### src/rtl/nn_result_axil_slave.sv
// AXI4-Lite slave exposing the classification result of the network output stage.
// Registers: CTRL (INT_EN, CLR), STATUS, RESULT (read pops), SCRATCH.
// Build option: define NN_RESULT_FIFO_EN to hold results in a 4-entry FIFO instead of a
// single result register.
module nn_result_axil_slave #(
  parameter int unsigned ADDR_WIDTH   = 32,
  parameter int unsigned RESULT_WIDTH = 8
) (
  input  logic                    s_axi_aclk,
  input  logic                    s_axi_aresetn,
  input  logic [ADDR_WIDTH-1:0]   s_axi_awaddr,
  input  logic                    s_axi_awvalid,
  output logic                    s_axi_awready,
  input  logic [31:0]             s_axi_wdata,
  input  logic [3:0]              s_axi_wstrb,
  input  logic                    s_axi_wvalid,
  output logic                    s_axi_wready,
  output logic [1:0]              s_axi_bresp,
  output logic                    s_axi_bvalid,
  input  logic                    s_axi_bready,
  input  logic [ADDR_WIDTH-1:0]   s_axi_araddr,
  input  logic                    s_axi_arvalid,
  output logic                    s_axi_arready,
  output logic [31:0]             s_axi_rdata,
  output logic [1:0]              s_axi_rresp,
  output logic                    s_axi_rvalid,
  input  logic                    s_axi_rready,
  input  logic [RESULT_WIDTH-1:0] result_data,
  input  logic                    result_valid,
  output logic                    intr
);

  localparam logic [1:0] RespOkay   = 2'b00;
  localparam logic [1:0] RespSlverr = 2'b10;

  logic        aw_ready_q, bvalid_q, rvalid_q, intr_q, int_en_q;
  logic [1:0]  bresp_q, rresp_q;
  logic [31:0] rdata_q, scratch_q;

  logic        wr_acc, rd_acc, wr_unmapped, rd_unmapped;
  logic [1:0]  wr_word, rd_word;
  logic        ctrl_wr, clr, pop;
  logic        done, overrun;
  logic [2:0]  count;
  logic [31:0] result_rd, status_rd, rd_data_d;

  // Address bits [1:0] carry no information for word-wide registers.
  logic unused_addr_lsbs;
  assign unused_addr_lsbs = ^{s_axi_awaddr[1:0], s_axi_araddr[1:0]};

  assign wr_unmapped = |s_axi_awaddr[ADDR_WIDTH-1:4];
  assign rd_unmapped = |s_axi_araddr[ADDR_WIDTH-1:4];
  assign wr_word     = s_axi_awaddr[3:2];
  assign rd_word     = s_axi_araddr[3:2];

  // The ready pulse is registered, so the accept edge is the one where it is seen high.
  assign wr_acc  = aw_ready_q & s_axi_awvalid & s_axi_wvalid;
  assign rd_acc  = s_axi_arvalid & ~rvalid_q;
  assign ctrl_wr = wr_acc & ~wr_unmapped & (wr_word == 2'd0) & s_axi_wstrb[0];
  assign clr     = ctrl_wr & s_axi_wdata[1];
  assign pop     = rd_acc & ~rd_unmapped & (rd_word == 2'd2);

`ifdef NN_RESULT_FIFO_EN
  logic [RESULT_WIDTH-1:0] fifo_q [4];
  logic [1:0]              wptr_q, rptr_q;
  logic [2:0]              cnt_q;
  logic                    ovr_q, fifo_pop, fifo_push;

  assign fifo_pop  = pop & (cnt_q != 3'd0);
  // A push into a full FIFO only succeeds when a pop frees a slot in the same cycle.
  assign fifo_push = result_valid & ((cnt_q != 3'd4) | fifo_pop);

  // FIFO storage, pointers, occupancy and overrun flag; CLR empties, a same-cycle push wins.
  always_ff @(posedge s_axi_aclk or negedge s_axi_aresetn) begin
    if (!s_axi_aresetn) begin
      for (int i = 0; i < 4; i++) fifo_q[i] <= '0;
      wptr_q <= '0;
      rptr_q <= '0;
      cnt_q  <= '0;
      ovr_q  <= 1'b0;
    end else if (clr) begin
      rptr_q <= '0;
      ovr_q  <= 1'b0;
      if (result_valid) begin
        fifo_q[0] <= result_data;
        wptr_q    <= 2'd1;
        cnt_q     <= 3'd1;
      end else begin
        wptr_q <= '0;
        cnt_q  <= '0;
      end
    end else begin
      if (fifo_push) begin
        fifo_q[wptr_q] <= result_data;
        wptr_q         <= wptr_q + 2'd1;
      end
      if (fifo_pop) rptr_q <= rptr_q + 2'd1;
      cnt_q <= cnt_q + 3'(fifo_push) - 3'(fifo_pop);
      if (result_valid && !fifo_push) ovr_q <= 1'b1;
    end
  end

  assign done    = (cnt_q != 3'd0);
  assign overrun = ovr_q;
  assign count   = cnt_q;

  // Head of FIFO, zero-extended; an empty FIFO reads as zero.
  always_comb begin
    result_rd = '0;
    if (done) result_rd[RESULT_WIDTH-1:0] = fifo_q[rptr_q];
  end
`else
  logic [RESULT_WIDTH-1:0] result_q, result_d;
  logic                    done_q, done_d, ovr_q, ovr_d;

  // Single result register: pop clears DONE, CLR wipes, a fresh result always wins.
  always_comb begin
    result_d = result_q;
    done_d   = done_q;
    ovr_d    = ovr_q;
    if (pop) done_d = 1'b0;
    if (clr) begin
      result_d = '0;
      done_d   = 1'b0;
      ovr_d    = 1'b0;
    end
    if (result_valid) begin
      result_d = result_data;
      done_d   = 1'b1;
      if (done_q && !pop && !clr) ovr_d = 1'b1;
    end
  end

  // Result register state.
  always_ff @(posedge s_axi_aclk or negedge s_axi_aresetn) begin
    if (!s_axi_aresetn) begin
      result_q <= '0;
      done_q   <= 1'b0;
      ovr_q    <= 1'b0;
    end else begin
      result_q <= result_d;
      done_q   <= done_d;
      ovr_q    <= ovr_d;
    end
  end

  assign done    = done_q;
  assign overrun = ovr_q;
  assign count   = {2'b00, done_q};

  // Stored result, zero-extended.
  always_comb begin
    result_rd = '0;
    result_rd[RESULT_WIDTH-1:0] = result_q;
  end
`endif

  assign status_rd = {25'd0, count, 2'b00, overrun, done};

  // Read data mux; unmapped addresses read as zero.
  always_comb begin
    rd_data_d = '0;
    if (!rd_unmapped) begin
      unique case (rd_word)
        2'd0: rd_data_d = {31'd0, int_en_q};
        2'd1: rd_data_d = status_rd;
        2'd2: rd_data_d = result_rd;
        2'd3: rd_data_d = scratch_q;
      endcase
    end
  end

  // AXI handshake state, registered responses and interrupt.
  always_ff @(posedge s_axi_aclk or negedge s_axi_aresetn) begin
    if (!s_axi_aresetn) begin
      aw_ready_q <= 1'b0;
      bvalid_q   <= 1'b0;
      bresp_q    <= RespOkay;
      rvalid_q   <= 1'b0;
      rresp_q    <= RespOkay;
      rdata_q    <= '0;
      intr_q     <= 1'b0;
    end else begin
      aw_ready_q <= s_axi_awvalid & s_axi_wvalid & ~bvalid_q & ~aw_ready_q;
      if (wr_acc) begin
        bvalid_q <= 1'b1;
        bresp_q  <= wr_unmapped ? RespSlverr : RespOkay;
      end else if (s_axi_bready) begin
        bvalid_q <= 1'b0;
      end
      if (rd_acc) begin
        rvalid_q <= 1'b1;
        rdata_q  <= rd_data_d;
        rresp_q  <= rd_unmapped ? RespSlverr : RespOkay;
      end else if (s_axi_rready) begin
        rvalid_q <= 1'b0;
      end
      intr_q <= done & int_en_q;
    end
  end

  // CTRL.INT_EN and byte-strobed SCRATCH writes.
  always_ff @(posedge s_axi_aclk or negedge s_axi_aresetn) begin
    if (!s_axi_aresetn) begin
      int_en_q  <= 1'b0;
      scratch_q <= '0;
    end else begin
      if (ctrl_wr) int_en_q <= s_axi_wdata[0];
      if (wr_acc && !wr_unmapped && (wr_word == 2'd3)) begin
        for (int b = 0; b < 4; b++) begin
          if (s_axi_wstrb[b]) scratch_q[8*b +: 8] <= s_axi_wdata[8*b +: 8];
        end
      end
    end
  end

  assign s_axi_awready = aw_ready_q;
  assign s_axi_wready  = aw_ready_q;
  assign s_axi_bvalid  = bvalid_q;
  assign s_axi_bresp   = bresp_q;
  assign s_axi_arready = ~rvalid_q;
  assign s_axi_rvalid  = rvalid_q;
  assign s_axi_rdata   = rdata_q;
  assign s_axi_rresp   = rresp_q;
  assign intr          = intr_q;

endmodule

### config.mk
export PLATFORM = sky130hd
export DESIGN_NAME = nn_result_axil_slave
export DESIGN_NICKNAME = d
export VERILOG_FILES = /design/src/rtl/nn_result_axil_slave.sv
export SDC_FILE = /design/constraint.sdc
export NUM_CORES = 1
export LEC_CHECK = 0
export BUFFER_PORTS_ARGS = -buffer_cell sky130_fd_sc_hd__buf_2
export CORE_ASPECT_RATIO = 1.75
export CORE_MARGIN = 2
export CORE_UTILIZATION = 46
export DETAILED_ROUTE_END_ITERATION = 16
export PLACE_DENSITY = 0.79
export SLEW_MARGIN = 0
export SYNTH_ARGS = -nofsm -noshare
export SYNTH_HDL_FRONTEND = slang
export SYNTH_SLANG_ARGS = --single-unit
### constraint.sdc
create_clock -name s_axi_aclk -period 2.1 [get_ports s_axi_aclk]
set_clock_uncertainty 0.05 [all_clocks]
set_input_delay 0.42 -clock s_axi_aclk [delete_from_list [all_inputs] [get_ports s_axi_aclk]]
set_output_delay 0.42 -clock s_axi_aclk [all_outputs]
set_load 0.01 [all_outputs]
; Yosys cells after proc, flatten, opt, wreduce, memory -nomap -nowiden
; Index checks and enable logic that the tools add are counted.
[totals]
mem_bits_ro = 0
n_memories = 0
in_bits = 116
wordCells = 72
mem_bits_rw = 0
regBits = 83
out_inout_bits = 42
latch_bits = 0
[classes]
shift = 0
addsub = 0
div = 0
muxes = 16
eq_ne = 4
multipliers = 0
n_lt_le_gt_ge = 0
n_bitwise = 18
n_reduce_logical = 19
[op_table]
columns = cell, count
row1 = $pmux W32 S4, 1
row2 = $reduce_or A28 Y1, 2
row3 = $mux W32, 1
row4 = $mux W8, 2
row5 = $and A1 B1 Y1, 13
row6 = $mux W1, 10
row7 = $reduce_and A2 Y1, 4
row8 = $eq A2 B2 Y1 const B, 3
row9 = $reduce_bool A2 Y1, 3
row10 = $not A1 Y1, 5
row11 = $logic_and A1 B1 Y1, 4
row12 = $logic_not A2 Y1, 2
row13 = $mux W2, 2
row14 = $logic_not A1 Y1, 3
row15 = $reduce_bool A3 Y1, 1
row16 = $eq A2 B1 Y1 const B, 1

; Depth between registers and ports, before layout
; Gate-level depths: netlist of run 1.
[logic_depth]
depth_word = 10
mapped_depth = 5
depth_no_buf = 4

; Worst setup path after synthesis of run 1
; Ideal clock, no wire load.
[synth_path]
path_kind = input port to flip-flop
startpoint = input port s_axi_awaddr[29]
endpoint = register scratch_q[0]
required_ps = 1925
t_arrival_ps = 1962
setup_ps = 125
stages = 4
n_path_buf = 0
slack_ps = -37
path_cell_list = nor4_1 -> nand4_2 -> nor4_4 -> mux2_2
[synth_between]
elab_chain_cells = 5
[synth_rtl]
columns = item, line_no
row1 = "start, declared", 11  ; input logic [ADDR_WIDTH-1:0] s_axi_awaddr,
row2 = $reduce_or A28 Y1, 51  ; assign wr_unmapped = |s_axi_awaddr[ADDR_WIDTH-1:4];
row3 = $logic_not A1 Y1, 209  ; if (wr_acc && !wr_unmapped && (wr_word == 2'd3)) begin
row4 = $logic_and A1 B1 Y1 (2 in series), 209
row5 = $reduce_and A2 Y1 (no source line), n/a
row6 = "end signal, assigned by index", 211  ; if (s_axi_wstrb[b]) scratch_q[8*b +: 8] <= s_axi_wdata[8*b +: 8];
row7 = "end, declared", 38  ; logic [31:0] rdata_q, scratch_q;
; No other way between the ends.
; A chain may end at the register's enable or synchronous reset.

; Final worst setup path of run 1
[layout_path]
startpoint = register aw_ready_q, in the netlist s_axi_awready
endpoint = register scratch_q[8]
[layout_between]
elab_chain_cells = 5
[layout_rtl]
columns = item, line_no
row1 = "start, declared", 36  ; logic aw_ready_q, bvalid_q, rvalid_q, intr_q, int_en_q;
row2 = "start signal, assigned", 184  ; aw_ready_q <= s_axi_awvalid & s_axi_wvalid & ~bvalid_q & ~aw_ready_q;
row3 = $and A1 B1 Y1 (2 in series), 57  ; assign wr_acc = aw_ready_q & s_axi_awvalid & s_axi_wvalid;
row4 = $logic_and A1 B1 Y1 (2 in series), 209
row5 = $reduce_and A2 Y1 (no source line), n/a
; No other way between the ends.

==> metrics list, run 1 <==
- Result of the run: finished clean
- The highest metal layer carrying signal wires in the routed design is met4.
- TritonCTS built the clock tree.
- Sorting the synthesized cells by how often they occur yields sky130_fd_sc_hd__dfrtp_1, sky130_fd_sc_hd__mux2_2, sky130_fd_sc_hd__a22o_1.
- The number of antenna violations at the first check in global routing came to 0.
- The min-delay analysis places its worst path in the category in -> reg.
- Dividing the detail-routed wire length by the instance count gives 16.58 um.
* Gr ovfl total: 0
- Die Area: 8070 um2
* Initial standard-cell utilization of the core: 0.4702
* Clock tree root driver cell: sky130_fd_sc_hd__clkbuf_16
* Worst hold slack after final layout: 0.2229 ns
- CTS Sinks: 81
* Combined global-route utilization of all metal layers: 0.2307
- Synthesis warning total: 0
- Required time worst endpoint: 2.27 ns
- Counting flops with an async set or reset pin after synthesis yields a share of 1.000.
* # Post-CTS Setup Buffers: 0
* Maximum frequency from static timing analysis: 517.0 MHz
* Share of Yosys cell area claimed by the top area cell type: 0.6002
* Number of global-route vias before repair: 2983
* Final period demand of the worst path: 1.934 ns
* # port buffers: 151
* Setup repair after global routing missed its margin: no
* Area growth syn-to-layout: 39.57%
* Wire length of the first global-routing pass: 13.65 mm
- Post-CTS repair changed the size of 0 cells.
- The HPWL after detailed placement is 6.350 mm.
* Met2 WL post-DR: 4.554 mm
* Average instance area after synthesis: 13.56 um2
- For this design the ratio of total power to cell area is 757.0 nW/um2.
* Fraction of layout instances using a drive strength above 1: 0.5571
- Largest net degree at the start of global routing: 71
* Number of enable flip-flop cells after synthesis: 0
* Total setup violations reported at the end of the flow: 0
* Sort of element at the end of the critical path: register
- Count of state elements after synthesis: 81
- The number of hold buffers added after CTS was 1.
* Crit-path cells: and3_1, nand4_2, buf_4, nor4_4, buf_4, mux2_2
- Worst Setup Slack post-DPL: -0.1230 ns
* Core region area: 7182 um2
- STA puts the critical path data arrival time at 2.11 ns.
- The die is 68.77 um wide.
- After detailed routing, the met3 layer carries 481 um of wire.
- Remaining antenna violation count after routing: 0
- The repair_antennas step left the layout with diodes totalling 0.
* DRC violation count after routing: 0
* Library cell appearing most often on the critical path: sky130_fd_sc_hd__buf_4
- In this run the static leakage power is 2.523 nW.
- VDD IR max: 0.6453 mV
* Leading cell types by total area after synthesis: sky130_fd_sc_hd__dfrtp_1, sky130_fd_sc_hd__mux2_2, sky130_fd_sc_hd__a22o_1
- Setup slack on the critical path of the routed design comes to 0.1657 ns.
- For this design the top-level I/O count stands at 158.
- In the final design database the tool counted 531 nets.
* Number of max-capacitance violations reported: 0
* Final GP Congestion: 0.8189
* DR iter-0 viols: 162
- In this run the vertical extent of the chip is 117.3 um.
- After synthesis, the netlist uses 30 different library cells.
- Gate family responsible for the most delay along the worst path: simple AND/OR/NAND/NOR gates
- The worst setup path is launched from a register.
- Number of levels in the clock H-tree: 3
- Clk slew on worst S/H paths: 0.06 ns
* Critical path start-end classification: reg -> reg
- Dividing the final minimum period by the clock period gives 0.9211.
- The floorplan has 41 rows.
- Using the TritonRoute via totals, the vias-per-cell ratio works out to 5.401.
- At the later pin of the worst-skew pair, clock insertion delay measures 0.34 ns.
* Number of buffers on the longest clock path: 2
* Drt first pass iters: 6
* Cell with the largest stage delay on the worst path: sky130_fd_sc_hd__dfrtp_1
* Netlist area before placement: 3377 um2
- Sequential fraction of the synthesis area: 0.6002
- In the post-synthesis netlist, the cell with the most instances is sky130_fd_sc_hd__dfrtp_1.
- Routed vias: 2733
* Number of slew-limit violations in the final report: 0
* Most instantiated flip-flop cell in the synthesis netlist: sky130_fd_sc_hd__dfrtp_1
- Final Hold Viols: 0
- Number of buffers created by CTS: 9
* Library cell with the largest summed area after synthesis: sky130_fd_sc_hd__dfrtp_1
- For this block, wires on met1 add up to 3.071 mm.
- The routed design has 8.392 mm of wire.
- Count of buffer and inverter cells on the critical path: 2
- Number of standard cells after synthesis: 249
- Of all nets on the critical path, the largest fanout is 8.
* Largest stage delay on the critical path: 0.38 ns
per-stage QoR:
stage	setup TNS (ns)	area (um2)	util	power [W]	cells
after global routing	0	4713	0.6563	0.003702	506
after detailed placement	-1.623	4373	0.6089	0.001895	489
after floorplan	-0.08123	3400	-	0.001714	250
after global placement	-1.390	4373	0.6089	0.001887	489
after CTS	0	4713	0.6563	0.003608	506
final	0	4713	0.6563	0.003568	506
flip-flops by register name, indices dropped and copies added, names as in the netlist:
| signal | count |
|---|---|
| s_axi_rresp | 1 |
| s_axi_rdata | 32 |
| s_axi_awready | 1 |
| s_axi_rvalid | 1 |
| scratch_q | 32 |
| s_axi_bvalid | 1 |
| result_q | 8 |
| s_axi_bresp | 1 |
| intr | 1 |
| overrun | 1 |
| int_en_q | 1 |
| done | 1 |
layout by cell type, fill, tap and decap left out, types with 3 or more instances in the layout:
master / Yosys / routed
sky130_fd_sc_hd__nor2b_1: 3 / 3
sky130_fd_sc_hd__buf_4: 3 / 11
sky130_fd_sc_hd__mux2_2: 40 / 40
sky130_fd_sc_hd__nor3_1: 3 / 3
sky130_fd_sc_hd__a32o_1: 5 / 5
sky130_fd_sc_hd__a22o_1: 29 / 29
sky130_fd_sc_hd__dfrtp_1: 81 / 81
sky130_fd_sc_hd__nand2_1: 15 / 15
sky130_fd_sc_hd__nand2b_1: 8 / 8
sky130_fd_sc_hd__buf_12: 0 / 4
sky130_fd_sc_hd__nor4_4: 4 / 5
sky130_fd_sc_hd__nor4_1: 14 / 11
sky130_fd_sc_hd__inv_1: 6 / 6
sky130_fd_sc_hd__clkbuf_16: 0 / 9
sky130_fd_sc_hd__o21ai_0: 9 / 9
sky130_fd_sc_hd__nor2_1: 3 / 3
sky130_fd_sc_hd__buf_2: 0 / 150
sky130_fd_sc_hd__nor4_2: 1 / 3
final cells by class:
cell class	count	area, um2
Fill cell	552	2469
Clock buffer	11	252.7
Inverter	6	22.52
Tap cell	86	107.6
Clock inverter	5	77.57
Sequential cell	81	2027
Multi-Input combinational cell	151	1303
Timing Repair Buffer	166	923.4
power by group:
group	internal (W)	switching, W
clock	0.00110	0.000601
sequential	0.00158	0.0000127
combinational	0.000127	0.000144
total	0.00281	0.000758
routing by layer:
metal  GRT usage  vias to the layer above
met4      0.1201                        0
met5           0                        -
met3     0.06040                       23
met2      0.3882                      115
li1            -                     1257
met1      0.2549                     1338
cells by family after synthesis:
group | Yosys count | synth area share
DFF | 81 | 0.6002
and+or+nand+nor | 59 | 0.1186
AOI/OAI and AO/OA | 49 | 0.1167
muxes | 41 | 0.1401
buffers and inverters | 18 | 0.02334
other | 1 | 0.001110
final timing paths:
path                            cells past startpoint       endpoint     startpoint  slack, ns
worst max-delay path                                6   scratch_q[8]  s_axi_awready       0.17
worst max register to register                      6   scratch_q[8]  s_axi_awready       0.17
min in group asynchronous                           2  scratch_q[30]  s_axi_aresetn       0.42
max in group asynchronous                           3  scratch_q[11]  s_axi_aresetn       0.99
worst min register to register                      1  s_axi_awready   s_axi_bvalid       0.41
worst min-delay path                                2   s_axi_rvalid   s_axi_rready       0.22
Power figures use the tool's default switching activity.
==> run 2: changes to the inputs <==
SETUP_SLACK_MARGIN = 0.3   (was unset)
==> run 2 against run 1 <==
Compared with the run above:
- count of clock-buffer cells in the layout is 1 higher
- critical endpoint is now scratch_q[7]
- non-clock buffer count is 1 higher
- final cell count stayed put
- sequential power hardly changed
- combinational power is 8.5% higher
- global-route usage is 0.73 points lower
- first-iteration DRC count is 20% lower
- total power is 7.6% lower
- sequential share of layout area is 1.4 points lower
- clock power is 17% lower
==> metrics list, run 2 (same netlist as run 1, synthesis figures left out) <==
* Post-Route WL: 8.710 mm (was 8.392 mm)
- Clock tree root driver cell: sky130_fd_sc_hd__clkbuf_16 (unchanged)
- Number of buffers created by CTS: 9 (unchanged)
* Reg-to-reg endpoint: scratch_q[7] (was scratch_q[8])
- The final-report setup violation count is 0 (unchanged).
* Fill count: 537 (was 552)
* Result of the run: finished clean (unchanged)
* Final Hold Viols: 0 (unchanged)
- The horizontal extent of the die came to 68.77 um (unchanged).
- The part of the total power dissipated in sequential elements was 0.484 (was 0.447).
- The number of design rule violations left after detail routing came to 0 (unchanged).
* Setup_tns: 0 ns (unchanged)
- Fraction of layout instances using a drive strength above 1: 0.5690 (was 0.5571)
- The maximum resistive drop on vdd is 0.6204 mV (was 0.6453 mV).
- Worst endpoint data arrival time: 1.95 ns (was 2.11 ns)
- Diodes inserted: 0 (unchanged)
- Worst Setup Slack post-DPL: -0.08737 ns (was -0.1230 ns)
- The power per cell area came to 676.3 nW/um2 (was 757.0 nW/um2).
* Setup repair after global routing missed its margin: yes (was no)
- Portion of total power attributed to combinational logic: 0.089 (was 0.076)
- The design internal power came to 0.002541 W (was 0.002810 W).
* Switching power: 0.0007564 W (was 0.0007579 W)
- The max-capacitance violation count came to 0 (unchanged).
- Final nets: 532 (was 531)
- The maximum clock insertion buffer count came to 2 (unchanged).
- Routed vias: 2723 (was 2733)
* Kind of start point of the critical path: register (unchanged)
* Number of standard-cell rows in the floorplan: 41 (unchanged)
- Total leakage power: 2.545 nW (was 2.523 nW)
- Sort of element at the end of the critical path: register (unchanged)
* Area growth syn-to-layout: 44.35% (was 39.57%)
* Highest-count cells in the layout ignoring fill and taps: sky130_fd_sc_hd__buf_2, sky130_fd_sc_hd__dfrtp_1, sky130_fd_sc_hd__a22o_1, sky130_fd_sc_hd__mux2_4 (was sky130_fd_sc_hd__buf_2, sky130_fd_sc_hd__dfrtp_1, sky130_fd_sc_hd__mux2_2, sky130_fd_sc_hd__a22o_1, sky130_fd_sc_hd__nand2_1)
- The number of global-route vias before repair came to 2876 (was 2983).
- Detail-routed via count per cell: 5.381 (was 5.401)
* Switching share of total power: 0.2294 (was 0.2124)
- Worst-Skew Late Latency: 0.34 ns (about the same)
* Gr ovfl total: 0 (unchanged)
* Wire length of the first global-routing pass: 13.34 mm (was 13.65 mm)
- DR iter-0 viols: 130 (was 162)
* Initial antenna violation count: 0 (unchanged)
- The reg-to-reg setup timing slack was 0.32 ns (was 0.17 ns).
* Fraction of the cycle the final worst path needs: 0.8475 (was 0.9211)
* Largest net degree at the start of global routing: 42 (was 71)
* Drt first pass iters: 5 (was 6)
- Transition time of the tightest slew-check pin: 0.5287 ns
* Number of top-level pins: 158 (unchanged)
- The detailed placement HPWL came to 6.331 mm (was 6.350 mm).
* Crit Reg-Reg Startpoint: s_axi_awready (unchanged)
- The global placement routability congestion was 0.8064 (was 0.8189).
- The top fanout value on the critical path came to 8 (unchanged).
- The floorplan core area is 7182 um2 (unchanged).
- # port buffers: 151 (unchanged)
* Maximum frequency from static timing analysis: 561.8 MHz (was 517.0 MHz)
- Clk slew on worst S/H paths: 0.06 ns (about the same)
- The required time reported for the critical path endpoint was 2.27 ns (about the same).
* Die Area: 8070 um2 (unchanged)
- TritonCTS clock tree: done (unchanged)
- Average detailed-routed wire length per instance: 17.21 um (was 16.58 um)
- Register-to-Register Path Depth: 5 (was 6)
- Final Non-Filler Cells: 506 (unchanged)
- The final number of max-transition violations was 0 (unchanged).
- Initial standard-cell utilization of the core: 0.4702 (unchanged)
- Worst hold-check path type: in -> async (was in -> reg)
- Combined global-route utilization of all metal layers: 0.2234 (was 0.2307)
- The slack of the critical path came to 0.3202 ns (was 0.1657 ns).
- The remaining antenna violation count came to 0 (unchanged).
- The final critical path time including I/O delays and setup came to 1.780 ns (was 1.934 ns).
- Commonest non-fill, non-tap cell in the layout: sky130_fd_sc_hd__buf_2 (unchanged)
* Portion of total power attributed to the clock network: 0.427 (was 0.477)
* Number of levels in the clock H-tree: 3 (unchanged)
- The clock sink count is 81 (unchanged).
* Rel. slew slack: 0.6475
- The overall die height is 117.3 um (unchanged).
* Critical path start-end classification: reg -> reg (unchanged)
- Total placed cells including tap cells: 489 (unchanged)
## run 2: changes by cell type in the layout (fill, tap and decap cells not counted), sizes merged
cell | before | now
dlygate4sd3 | 1 | 0
clkbuf | 11 | 12
bufinv | 2 | 0
buf | 165 | 167
## run 2: power groups by stage
stage / Sequential, W / Combinational (W) / Clock [W]
after global routing: 0.00160 / 0.000325 / 0.00152
after global placement: 0.00162 / 0.000276 / 0
final: 0.00160 / 0.000294 / 0.00141
after floorplan: 0.00162 / 0.0000960 / 0
after CTS: 0.00160 / 0.000289 / 0.00144
after detailed placement: 0.00162 / 0.000285 / 0
## run 2: metal layers
layer  routed length, um  global-route usage
met1                3389              0.2538
met2                4648              0.3654
met3                 431             0.06903
met4                 240              0.1103
met5                   0                   0
## run 2: final cells by class
type / count / area, um2 / area share
Tap cell: 86 / 107.6 / 0.02207
Sequential cell: 81 / 2027 / 0.4158
Inverter: 6 / 22.52 / 0.004620
Clock inverter: 3 / 17.52 / 0.003593
Timing Repair Buffer: 167 / 943.4 / 0.1935
Multi-Input combinational cell: 151 / 1510 / 0.3098
Clock buffer: 12 / 246.5 / 0.05056
## run 2: stage by stage
| stage | utilization | total power [W] | instance area (um2) | hold WS [ns] |
|---|---|---|---|---|
| floorplan | - | 0.001720 | 3530 | 0.07441 |
| global placement | 0.6220 | 0.001897 | 4467 | 0.3773 |
| detailed placement | 0.6220 | 0.001909 | 4467 | 0.3919 |
| CTS | 0.6664 | 0.003321 | 4786 | 0.02374 |
| global route | 0.6787 | 0.003440 | 4875 | 0.04665 |
| finish | 0.6787 | 0.003297 | 4875 | 0.01228 |
## run 2: critical path, cell delays in order, from the launching register on
cell and delay (ns):
sky130_fd_sc_hd__dfrtp_1 0.35, sky130_fd_sc_hd__and3_4 0.20, sky130_fd_sc_hd__nand4_4 0.20, sky130_fd_sc_hd__nor4_4 0.32, sky130_fd_sc_hd__buf_6 0.20, sky130_fd_sc_hd__mux2_2 0.34
## run 2: how the worst max path moves through the flow
stage	endpoint	start	slack, ns	depth (start not counted)
5_1_grt	scratch_q[29]	s_axi_awready	0.22	5
4_1_cts	scratch_q[4]	s_axi_awready	0.30	5
3_3_place_gp	scratch_q[3]	s_axi_awaddr[21]	-0.05	6
6_report	scratch_q[7]	s_axi_awready	0.32	5
3_5_place_dp	scratch_q[2]	s_axi_awaddr[21]	-0.09	6
2_1_floorplan	scratch_q[0]	s_axi_awaddr[18]	0.07	4
## run 2: repair_timing
action	in CTS	in global routing
setup buffers	1	1
pin swaps	6	6
hold endpoints to repair	0	0
resized for setup	12	20
setup endpoints to repair	33	33
hold buffers	0	0
==> run 3: changes to the inputs <==
ABC_AREA = 1   (was unset)
CORE_UTILIZATION = 47   (was 46)
PLACE_DENSITY = 0.78   (was 0.79)
clock period = 1.8 ns   (was 2.1 ns; I/O delays follow)
==> run 3 against run 2 <==
Compared with the run above:
- the flow now finishes with violations (hold timing)
- design area grew 15%
- maximum frequency up 13%
- clock power is 55% higher
- combinational power is 22% higher
- final cell count increased by 41%
- largest power group is now the clock network
==> metrics list, run 3 <==
- Fraction of the cycle the final worst path needs: 0.8769 (was 0.8475)
- Initial antenna violation count: 0 (unchanged)
* Total setup violations reported at the end of the flow: 0 (unchanged)
* CTS Sinks: 81 (unchanged)
- Setup repair after global routing missed its margin: yes (unchanged).
* Least setup slack across all paths after layout: 0.2215 ns (was 0.3202 ns)
* Combined global-route utilization of all metal layers: 0.2329 (was 0.2234)
- Netlist area before placement: 3861 um2 (was 3377 um2)
* Worst Setup Slack post-DPL: 0.02592 ns (was -0.08737 ns)
- The detailed placement HPWL came to 6.765 mm (was 6.331 mm).
- The remaining antenna violation count is 0 (unchanged).
* Average instance area after synthesis: 8.696 um2 (was 13.56 um2)
- Power Dens Cells: 786.1 nW/um2 (was 676.3 nW/um2)
- The count of TritonRoute iterations in the first routing pass was 4 (was 5).
- The cell total after placement came to 672 (was 489).
- Sequential fraction of the synthesis area: 0.5250 (was 0.6002)
- The post-synthesis to final-layout area growth was 45.43% (was 44.35%).
- DR iter-0 viols: 219 (was 130)
* Critical path depth in cells: 9 (was 5)
- The Yosys warning count is 0 (unchanged).
* Final GP Congestion: 0.8239 (was 0.8064)
* Final period demand of the worst path: 1.579 ns (was 1.780 ns)
- Required time worst endpoint: 1.97 ns (was 2.27 ns)
- Number of top-level pins: 158 (unchanged)
- The count of hold buffers inserted by post-cts repair was 0 (unchanged).
- Number of enable flip-flop cells after synthesis: 0 (unchanged)
- The cell chosen for the clock root is sky130_fd_sc_hd__clkbuf_16 (unchanged).
* Result of the run: complete, but fails checks (was finished clean)
* Top cells by instance count after synthesis: sky130_fd_sc_hd__nand2_1, sky130_fd_sc_hd__dfrtp_1, sky130_fd_sc_hd__inv_1 (was sky130_fd_sc_hd__dfrtp_1, sky130_fd_sc_hd__mux2_2, sky130_fd_sc_hd__a22o_1)
* Number of standard-cell rows in the floorplan: 43 (was 41)
- Crit Reg-Reg Startpoint: s_axi_rvalid (was s_axi_awready)
- Critical path start-end classification: reg -> reg (unchanged)
- Fill count: 658 (was 537)
* Die width: 72.52 um (was 68.77 um)
* Library cell with the largest summed area after synthesis: sky130_fd_sc_hd__dfrtp_1 (unchanged)
- The clock-pin slew reported for the worst setup and hold paths after clock tree synthesis was 0.06 ns (about the same).
* Most instantiated flip-flop cell in the synthesis netlist: sky130_fd_sc_hd__dfrtp_1 (unchanged)
- Crit-path cells: inv_2, nand2_2, nor2_2, nand2_2, nor2_4, buf_12, nand3_2, nand3_2, nand2_1 (was and3_4, nand4_4, nor4_4, buf_6, mux2_2)
- Fraction of layout instances using a drive strength above 1: 0.4615 (was 0.5690)
- The combined buffer and inverter count along the critical path is 2 (was 1).
- The final hold violation count was 3 (was 0).
- Most frequent cell after synthesis: sky130_fd_sc_hd__nand2_1 (was sky130_fd_sc_hd__dfrtp_1)
- The smallest hold slack was -0.007245 ns (was 0.01228 ns).
- The detailed-route via count was 3626 (was 2723).
- Number of global-route vias before repair: 3398 (was 2876)
* Die Ht: 123.9 um (was 117.3 um)
* Leading cell types by total area after synthesis: sky130_fd_sc_hd__dfrtp_1, sky130_fd_sc_hd__nand2_1, sky130_fd_sc_hd__o21ai_2 (was sky130_fd_sc_hd__dfrtp_1, sky130_fd_sc_hd__mux2_2, sky130_fd_sc_hd__a22o_1)
- The clock insertion delay at the later pin of the skew report came to 0.34 ns (about the same).
* Transition time of the tightest slew-check pin: 0.6522 ns (was 0.5287 ns)
* Share of Yosys cell area claimed by the top area cell type: 0.5250 (was 0.6002)
- The checks that failed: hold timing.
- Setup slack of the worst register-to-register path: 0.22 ns (was 0.32 ns)
- The final number of max-transition violations is 0 (unchanged).
- The met1 global-route usage is 0.2569 (was 0.2538).
- Highest-count cells in the layout ignoring fill and taps: sky130_fd_sc_hd__buf_2, sky130_fd_sc_hd__nand2_1, sky130_fd_sc_hd__dfrtp_1, sky130_fd_sc_hd__inv_1, sky130_fd_sc_hd__nand4_1 (was sky130_fd_sc_hd__buf_2, sky130_fd_sc_hd__dfrtp_1, sky130_fd_sc_hd__a22o_1, sky130_fd_sc_hd__mux2_4).
* TritonCTS clock tree: done (unchanged)
* Number of buffers on the longest clock path: 2 (unchanged)
* Final nets: 735 (was 532)
* Number of levels in the clock H-tree: 3 (unchanged)
- Final Non-Filler Cells: 714 (was 506)
* Worst hold-check path type: in -> async (unchanged)
- Die Area: 8985 um2 (was 8070 um2)
* Met2 GRT Util: 0.4260 (was 0.3654)
* Commonest non-fill, non-tap cell in the layout: sky130_fd_sc_hd__buf_2 (unchanged)
- Total leakage power: 3.122 nW (was 2.545 nW)
- The via density per instance came to 5.078 (was 5.381).
* VDD IR max: 0.6055 mV (was 0.6204 mV)
- Diodes inserted: 0 (unchanged)
* Wire length of the first global-routing pass: 15.88 mm (was 13.34 mm)
- The max-capacitance violation count came to 0 (unchanged).
- Reg-to-reg endpoint: done (was scratch_q[7])
* DRC violation count after routing: 0 (unchanged)
* Count of state elements after synthesis: 81 (unchanged)
* Number of standard cells after synthesis: 444 (was 249)
- The count of different cell masters after synthesis was 26 (was 30).
- Largest net degree at the start of global routing: 82 (was 42)
- Async set-or-reset flop fraction in the synthesized netlist: 1.000 (unchanged)
- GRT Max-Usage Layer: met2 (unchanged)
- The top fanout value on the critical path is 8 (unchanged).
- The data arrival time at the worst-slack endpoint came to 1.75 ns (was 1.95 ns).
* Met3 GRT Util: 0.04693 (was 0.06903)
- Gr ovfl total: 0 (unchanged)
- Kind of start point of the critical path: register (unchanged)
- Post-Route WL: 10.70 mm (was 8.710 mm)
* Core region area: 7963 um2 (was 7182 um2)
- Cell with the largest stage delay on the worst path: sky130_fd_sc_hd__dfrtp_1 (unchanged)
- Sort of element at the end of the critical path: register (unchanged)
* Largest stage delay on the critical path: 0.40 ns (was 0.35 ns)
- Gate family responsible for the most delay along the worst path: simple AND/OR/NAND/NOR gates (unchanged)
- Rel. slew slack: 0.5647 (was 0.6475)
- The starting density of the core is 0.4849 (was 0.4702).
* Average detailed-routed wire length per instance: 14.98 um (was 17.21 um)
* Setup_tns: 0 ns (unchanged)
* Maximum frequency from static timing analysis: 633.5 MHz (was 561.8 MHz)
- The final non-filler cell area came to 5615 um2 (was 4875 um2).
- The total placed instance area was 4692 um2 (was 4467 um2).
- Register-to-Register Path Depth: 9 (was 5)
* Number of buffers created by CTS: 9 (unchanged)
* # port buffers: 151 (unchanged)
## run 3: cell count changes after synthesis, moves of 5 or more
cell	before	now
sky130_fd_sc_hd__nand2_2	0	11
sky130_fd_sc_hd__nand2b_1	8	0
sky130_fd_sc_hd__mux2_2	40	0
sky130_fd_sc_hd__o21ai_0	9	4
sky130_fd_sc_hd__nor4_1	14	0
sky130_fd_sc_hd__nor2_1	3	29
sky130_fd_sc_hd__a22o_1	29	0
sky130_fd_sc_hd__nand2_1	15	129
sky130_fd_sc_hd__inv_1	6	54
sky130_fd_sc_hd__nand4_1	1	34
sky130_fd_sc_hd__a32o_1	5	0
sky130_fd_sc_hd__o21ai_2	0	32
sky130_fd_sc_hd__nand3_1	2	24
## run 3: area by class of cell
class / count / area, um2 / area share
clock buffers: 10 / 229.0 / 0.04078
clock inverters: 6 / 130.1 / 0.02317
inverters: 57 / 214.0 / 0.03810
multi-input cells: 289 / 1725 / 0.3073
flip-flops and latches: 81 / 2027 / 0.3610
well taps: 90 / 112.6 / 0.02005
repair buffers: 181 / 1177 / 0.2097
## run 3: layer usage
layer	part of all wire	up-vias
li1	-	1766
met1	0.38	1720
met4	0.017	0
met2	0.56	125
met3	0.050	15
met5	0	-
## run 3: logic make-up after synthesis
kind of cell | synth area share
flops | 0.5250
simple gates | 0.2991
other cells | 0.0009712
buf+inv | 0.09073
compound gates | 0.08425
## run 3: through the flow
| step | total power [W] | utilization | hold slack, ns |
|---|---|---|---|
| floorplan | 0.002018 | - | 0.01441 |
| global placement | 0.002216 | 0.5893 | 0.3634 |
| detailed placement | 0.002227 | 0.5893 | 0.3678 |
| CTS | 0.004434 | 0.6706 | 0.01181 |
| global route | 0.004561 | 0.7052 | 0.02795 |
| finish | 0.004414 | 0.7052 | -0.007245 |
## run 3: worst max path at each step
stage                          startpoint             end  slack [ns]
after global routing         s_axi_rvalid  s_axi_rdata[7]        0.12
after detailed placement  s_axi_awaddr[7]     result_q[4]        0.03
after floorplan             s_axi_awready   scratch_q[12]        0.31
final                        s_axi_rvalid            done        0.22
after CTS                   s_axi_awready   scratch_q[10]        0.30
after global placement    s_axi_awaddr[9]   scratch_q[27]        0.05
## run 3: repair_timing
action,4_1_cts,5_1_grt
pin swaps,10,9
cloned,6,3
setup endpoints to repair,42,71
resized for setup,9,45
buffers inserted,10,7
## run 3: report_power, final
| part | leakage (nW) | internal (W) | total, W | switching [W] |
|---|---|---|---|---|
| combinational | 1.85 | 0.000150 | 0.000359 | 0.000209 |
| sequential | 1.09 | 0.00184 | 0.00186 | 0.0000190 |
| clock | 0.176 | 0.00149 | 0.00219 | 0.000703 |
| total | 3.12 | 0.00348 | 0.00441 | 0.000931 |
